`config.mk`:
```
export PLATFORM = sky130hd
export DESIGN_NAME = auv_wb_arbiter
export DESIGN_NICKNAME = d
export VERILOG_FILES = /design/src/rtl/auv_pkg.sv /design/src/rtl/auv_wb_watchdog.sv /design/src/rtl/auv_wb_arbiter.sv
export SDC_FILE = /design/constraint.sdc
export NUM_CORES = 1
export LEC_CHECK = 0
export ABC_AREA = 1
export CORE_MARGIN = 2
export CORE_UTILIZATION = 25
export CTS_CLUSTER_DIAMETER = 60
export DETAILED_ROUTE_END_ITERATION = 16
export PLACE_DENSITY = 0.93
export RECOVER_POWER = 50
export SYNTH_ARGS = -nofsm -noshare
export SYNTH_HDL_FRONTEND = slang
export SYNTH_SLANG_ARGS = --single-unit
```
`constraint.sdc`:
```
create_clock -name clk -period 1.8 [get_ports clk]
set_input_delay 0.36 -clock clk [delete_from_list [all_inputs] [get_ports clk]]
set_output_delay 0.36 -clock clk [all_outputs]
set_load 0.005 [all_outputs]
```
`src/rtl/auv_pkg.sv`:
```
// rtl/auv_pkg.sv - shared types for the auv core bus fabric
package auv_pkg;

  typedef enum logic [1:0] {
    ARB_IDLE  = 2'd0,
    ARB_OWN_I = 2'd1,
    ARB_OWN_D = 2'd2
  } arb_state_t;

  typedef enum logic {
    ARB_M_I = 1'b0,
    ARB_M_D = 1'b1
  } arb_master_t;

endpackage

```
`src/rtl/auv_wb_watchdog.sv`:
```
// rtl/auv_wb_watchdog.sv - bus watchdog that expires a cycle stuck without ACK/ERR
module auv_wb_watchdog #(
  parameter int TIMEOUT = 255
) (
  input  logic clk,
  input  logic rst_n,
  input  logic busy,
  input  logic done,
  output logic expire
);

  // TIMEOUT=0 disables the watchdog; keep a 1-bit counter so the logic stays legal
  localparam int CW  = (TIMEOUT > 0) ? $clog2(TIMEOUT + 1) : 1;
  localparam int LIM = (TIMEOUT > 0) ? TIMEOUT - 1 : 0;
  localparam logic [CW-1:0] LIMIT = LIM[CW-1:0];

  logic [CW-1:0] count;
  logic          waiting;

  assign waiting = busy & ~done;
  // The current wait cycle is number count+1, so expiry fires on the TIMEOUT-th wait cycle
  assign expire  = (TIMEOUT > 0) && waiting && (count == LIMIT);

  // Count unanswered bus cycles; clear on response, expiry, or loss of ownership
  always_ff @(posedge clk or negedge rst_n) begin
    if (!rst_n) begin
      count <= '0;
    end else if (!waiting || expire || TIMEOUT == 0) begin
      count <= '0;
    end else begin
      count <= count + 1'b1;
    end
  end

endmodule

```
`src/rtl/auv_wb_arbiter.sv`:
```
// rtl/auv_wb_arbiter.sv - CYC-locked round-robin Wishbone arbiter for fetch (I) and load/store (D)
module auv_wb_arbiter
  import auv_pkg::*;
#(
  parameter int ADDR_WIDTH = 24,
  parameter int TIMEOUT    = 255
) (
  input  logic                  clk,
  input  logic                  rst_n,
  input  logic [ADDR_WIDTH-1:0] mi_adr_i,
  output logic [15:0]           mi_dat_o,
  input  logic [1:0]            mi_sel_i,
  input  logic                  mi_stb_i,
  input  logic                  mi_cyc_i,
  output logic                  mi_ack_o,
  output logic                  mi_stall_o,
  output logic                  mi_err_o,
  input  logic [ADDR_WIDTH-1:0] md_adr_i,
  output logic [15:0]           md_dat_o,
  input  logic [15:0]           md_dat_i,
  input  logic [1:0]            md_sel_i,
  input  logic                  md_we_i,
  input  logic                  md_stb_i,
  input  logic                  md_cyc_i,
  output logic                  md_ack_o,
  output logic                  md_stall_o,
  output logic                  md_err_o,
  output logic [ADDR_WIDTH-1:0] s_adr_o,
  output logic [15:0]           s_dat_o,
  output logic [1:0]            s_sel_o,
  output logic                  s_we_o,
  output logic                  s_stb_o,
  output logic                  s_cyc_o,
  input  logic [15:0]           s_dat_i,
  input  logic                  s_ack_i,
  input  logic                  s_stall_i,
  input  logic                  s_err_i
);

  arb_state_t  state;
  arb_master_t last;
  logic        idle_i, idle_d;
  logic        sel_i, sel_d;
  logic        expire;

  // In IDLE a lone requester wins; on contention the master that did not own last wins
  assign idle_i = mi_cyc_i & (~md_cyc_i | (last == ARB_M_D));
  assign idle_d = md_cyc_i & (~mi_cyc_i | (last == ARB_M_I));

  // Zero-latency grant from IDLE, otherwise the owner keeps the bus while its CYC stays high
  assign sel_i = rst_n & (((state == ARB_IDLE) & idle_i) | ((state == ARB_OWN_I) & mi_cyc_i));
  assign sel_d = rst_n & (((state == ARB_IDLE) & idle_d) | ((state == ARB_OWN_D) & md_cyc_i));

  // Track the owner for the next cycle and remember who owned most recently
  always_ff @(posedge clk or negedge rst_n) begin
    if (!rst_n) begin
      state <= ARB_IDLE;
      last  <= ARB_M_I;
    end else if (sel_i) begin
      state <= ARB_OWN_I;
      last  <= ARB_M_I;
    end else if (sel_d) begin
      state <= ARB_OWN_D;
      last  <= ARB_M_D;
    end else begin
      state <= ARB_IDLE;
    end
  end

  auv_wb_watchdog #(
    .TIMEOUT (TIMEOUT)
  ) u_watchdog (
    .clk    (clk),
    .rst_n  (rst_n),
    .busy   (sel_i | sel_d),
    .done   (s_ack_i | s_err_i),
    .expire (expire)
  );

  // Owner request mux towards the slave; I never writes, so write data comes from D only
  always_comb begin
    s_adr_o = '0;
    s_dat_o = '0;
    s_sel_o = '0;
    s_we_o  = 1'b0;
    s_stb_o = 1'b0;
    s_cyc_o = 1'b0;
    if (sel_i) begin
      s_adr_o = mi_adr_i;
      s_sel_o = mi_sel_i;
      s_stb_o = mi_stb_i & ~expire;
      s_cyc_o = ~expire;
    end else if (sel_d) begin
      s_adr_o = md_adr_i;
      s_dat_o = md_dat_i;
      s_sel_o = md_sel_i;
      s_we_o  = md_we_i;
      s_stb_o = md_stb_i & ~expire;
      s_cyc_o = ~expire;
    end
  end

  // Slave responses go straight to the owner; everyone else sees stall and no ack/err
  assign mi_ack_o   = sel_i & s_ack_i;
  assign mi_err_o   = sel_i & (s_err_i | expire);
  assign mi_stall_o = ~sel_i | s_stall_i | expire;
  assign md_ack_o   = sel_d & s_ack_i;
  assign md_err_o   = sel_d & (s_err_i | expire);
  assign md_stall_o = ~sel_d | s_stall_i | expire;
  assign mi_dat_o   = s_dat_i;
  assign md_dat_o   = s_dat_i;

endmodule

```
==> impl_results.md, run 1 <==
* Clock Pin Slew Worst Setup and Hold Paths at 0.05 ns
* Rel. slew slack at 65.7%
* FF-to-FF Start: state[0]$_DFF_PN0_
* Detail Placement HPWL at 4.51 mm
* Drt pass-1 iters at 4
* P_sw at 0.000375 W
* Synth Area in Adders at 1.87%
* CTS buffer count at 3
* Multi-input logic area at 1010 µm²
* Layout fillers at 478
* Post-layout min period at 1.94 ns
* Power Density at 370 nW/µm²
* Final-report setup violation count at 42
* Largest family of logic cells by synthesized area: simple AND/OR/NAND/NOR gates
* Worst Hold Class: in2async
* Post-synthesis cell count at 233
* Fin. Hold Viols at 0
* WL/cell at 15.1 µm
* Leakage power at 1.65 nW
* Fmax at 516 MHz
* Die Area at 5950 µm²
* RSZ-0062 raised after global routing: yes
* Dpl cells at 413
* Crit path launch type: primary input
* Register area share after synthesis at 20.6%
* Post-synthesis mux area share at 0%
* Seq. cell area at 275 µm²
* Clock tree buffer depth at 2
* CP Max Fanout at 4
* Reg power frac at 22.5%
* Gr ovfl total at 0
* Vias per cell at 4.34
* Post-synth ARST share at 100%
* Final Max Slew Viols at 0
* Initial antenna violation count at 0
* Xor-xnor portion of the synthesized cell area at 1.97%
* Finished Layout Cells at 440
* Number of synthesized flops with an enable pin at 0
* GR Util All Layers at 20.7%
* Number of hold buffers added after cts at 0
* Post-synth top flop: dfrtp_1
* Compound-Gate Fraction of Synth Area at 3.56%
* Clock Sinks at 11
* Final Cycle Share at 108%
* Final antenna-violating net count at 0
* N_diodes at 0
* Worst-Skew Late Latency at 0.24 ns
* GP Congestion at 0.823
* Kind of end point of the critical path: primary output
* CTS root buf: clkbuf_8
* Final wirelength at 6.64 mm
* Crit Path Category: in2out
* Net Sw Frac at 32.1%
* Internal at 0.000791 W
* Die X at 77.1 µm
* H-tree depth at 1
* # port buffers at 128
* Library cells used by synthesis at 22
* Critical path required time at 1.44 ns
* Final worst slack at -0.140 ns
* Combinational power share at 55.9%
* Mean cell area of the mapped netlist at 5.74 µm²
* Max_cap viols at 0
* Final hold slack at 0.238 ns
* Vias in the first global route at 1902
* Post-layout net count at 467
* TritonCTS clock tree: yes
* Area grow syn2layout at 136%
* Violated checks: setup timing
* Synth warn at 0
* Simple logic cell fraction of the synthesized area at 41.1%
* Critical path origin: s_ack_i
* Starting Density at 26.0%
* Mapped Nets at 329
* Clock share of power at 21.7%
* Share of layout cells above drive strength 1 at 49.2%
* Tot Pwr at 0.00117 W
* Worst EP arrival at 1.58 ns
* Initial DRC count at 13
* Residual DRC at 0
* Std-Cell Rows at 26
* I/O pin count at 177
* Pre-CTS setup slack at -0.719 ns
* Die Y at 77.1 µm
* Syn Std Cell Area at 1340 µm²
* Core area at 5140 µm²
* Least-Margin Pin Slew at 0.514 ns
* Skew final at 0.00182 ns
* Worst vdd ir at 0.314 mV
* Pin count of the biggest net entering global routing at 11
* FF+latch count, synth at 11
* Outcome: finished, violations left
* Global-route wire length before repair at 9.70 mm
* Vias at 1908
==> kinds of logic after synthesis <==
group / Yosys count
adders and majority gates: 2
and+or+nand+nor: 137
AOI/OAI and AO/OA: 8
xor gates and xnor gates: 3
buffers and inverters: 72
DFF: 11
==> per-layer routing <==
| layer | vias up | GRT usage (%) | part of all wire (%) |
|---|---|---|---|
| met1 | 865 | 22.5 | 36 |
| met4 | 0 | 4.82 | 0.66 |
| met5 | - | 0 | 0 |
| li1 | 938 | - | - |
| met2 | 97 | 40.7 | 57 |
| met3 | 8 | 4.12 | 6.8 |
==> critical path: stages <==
cell             delay, ns
clkdlybuf4s50_1       0.43
nor2_1                0.25
nand3_4               0.14
buf_12                0.16
nand3_2               0.06
nand2_1               0.05
buf_2                 0.12
==> per-stage QoR <==
| step | util [%] | TNS, ns | instance area (µm²) |
|---|---|---|---|
| CTS | 58.4 | -2.76 | 3000 |
| floorplan | - | 0 | 1340 |
| detailed placement | 51.2 | -32.06 | 2630 |
| finish | 61.3 | -2.86 | 3150 |
| global placement | 51.2 | -30.27 | 2630 |
| global route | 61.3 | -6.42 | 3150 |
==> cell usage after synthesis, types with 2 or more instances <==
cell type | n | area [µm²]
xnor2_1 | 2 | 17.5
a31oi_1 | 2 | 12.5
nor2_1 | 28 | 105
buf_4 | 35 | 263
ha_1 | 2 | 25.0
inv_2 | 2 | 7.51
nand4_1 | 2 | 12.5
buf_2 | 3 | 15.0
nand2_1 | 93 | 349
nand3_1 | 11 | 55.1
a21oi_1 | 3 | 15.0
inv_1 | 30 | 113
dfrtp_1 | 11 | 275
==> sequential cells by signal, indices dropped and copies added (netlist names) <==
signal and cells:
last 1, u_watchdog.count 8, state 2
==> repair_timing <==
action,4_1_cts,5_1_grt
resized for setup,269,78
endpoints found under the hold margin,0,0
gates cloned,5,1
endpoints found under the setup margin,51,49
pin swaps,11,18
buffers inserted,19,4
==> power groups by stage <==
stage	combinational, W	sequential (W)	clock, W
floorplan	0.000189	0.000264	0
finish	0.000652	0.000262	0.000253
detailed placement	0.000507	0.000265	0
global placement	0.000498	0.000264	0
global route	0.000698	0.000263	0.000269
CTS	0.000609	0.000261	0.000258
==> final timing paths <==
kind / cells past startpoint / endpoint / slack, ns
hold / removal: 2 / state[1]$_DFF_PN0_ / 0.24
min in group clk: 2 / u_watchdog.count[0]$_DFF_PN0_ / 0.58
hold reg to reg: 2 / u_watchdog.count[0]$_DFF_PN0_ / 0.58
setup reg to reg: 8 / u_watchdog.count[0]$_DFF_PN0_ / 0.37
setup / recovery: 7 / s_stb_o / -0.14
max in group asynchronous: 2 / u_watchdog.count[5]$_DFF_PN0_ / 1.05
==> layout make-up <==
class	count	share of cell area [%]
multi-input cells	150	32.1
well taps	70	2.78
clock buffers	4	1.43
inverters	32	4.05
flip-flops and latches	11	8.74
repair buffers	173	50.9
==> layout by cell type (no fill, tap or decap), types with 2 or more instances in the layout <==
cell type        count
dfrtp_1             11
clkbuf_1             3
clkbuf_2             2
nand2_4              9
inv_1               27
nor2_1              13
nand4_1              2
inv_2                4
buf_2               42
buf_8                5
buf_12               8
nor2_2               8
clkdlybuf4s15_1      2
xnor2_1              2
nand3_1              4
nor2_4               9
nand2_2             41
a21oi_2              2
nand3_4              4
nand3_2              4
dlygate4sd2_1        2
buf_4               20
clkdlybuf4s50_1     74
clkbuf_8             3
buf_6               13
nand2_1             43
(Power assumes the default switching activity.)
==> inputs of run 2 (changes only) <==
--- a/config.mk
+++ b/config.mk
@@ -10,6 +10,7 @@
 export CORE_UTILIZATION = 25
 export CTS_CLUSTER_DIAMETER = 60
 export DETAILED_ROUTE_END_ITERATION = 16
+export HOLD_SLACK_MARGIN = 0.02
 export PLACE_DENSITY = 0.93
 export RECOVER_POWER = 50
 export SYNTH_ARGS = -nofsm -noshare
==> results of run 2 <==
Same layout as run 1: the final DEF is identical, and so are final timing and power.
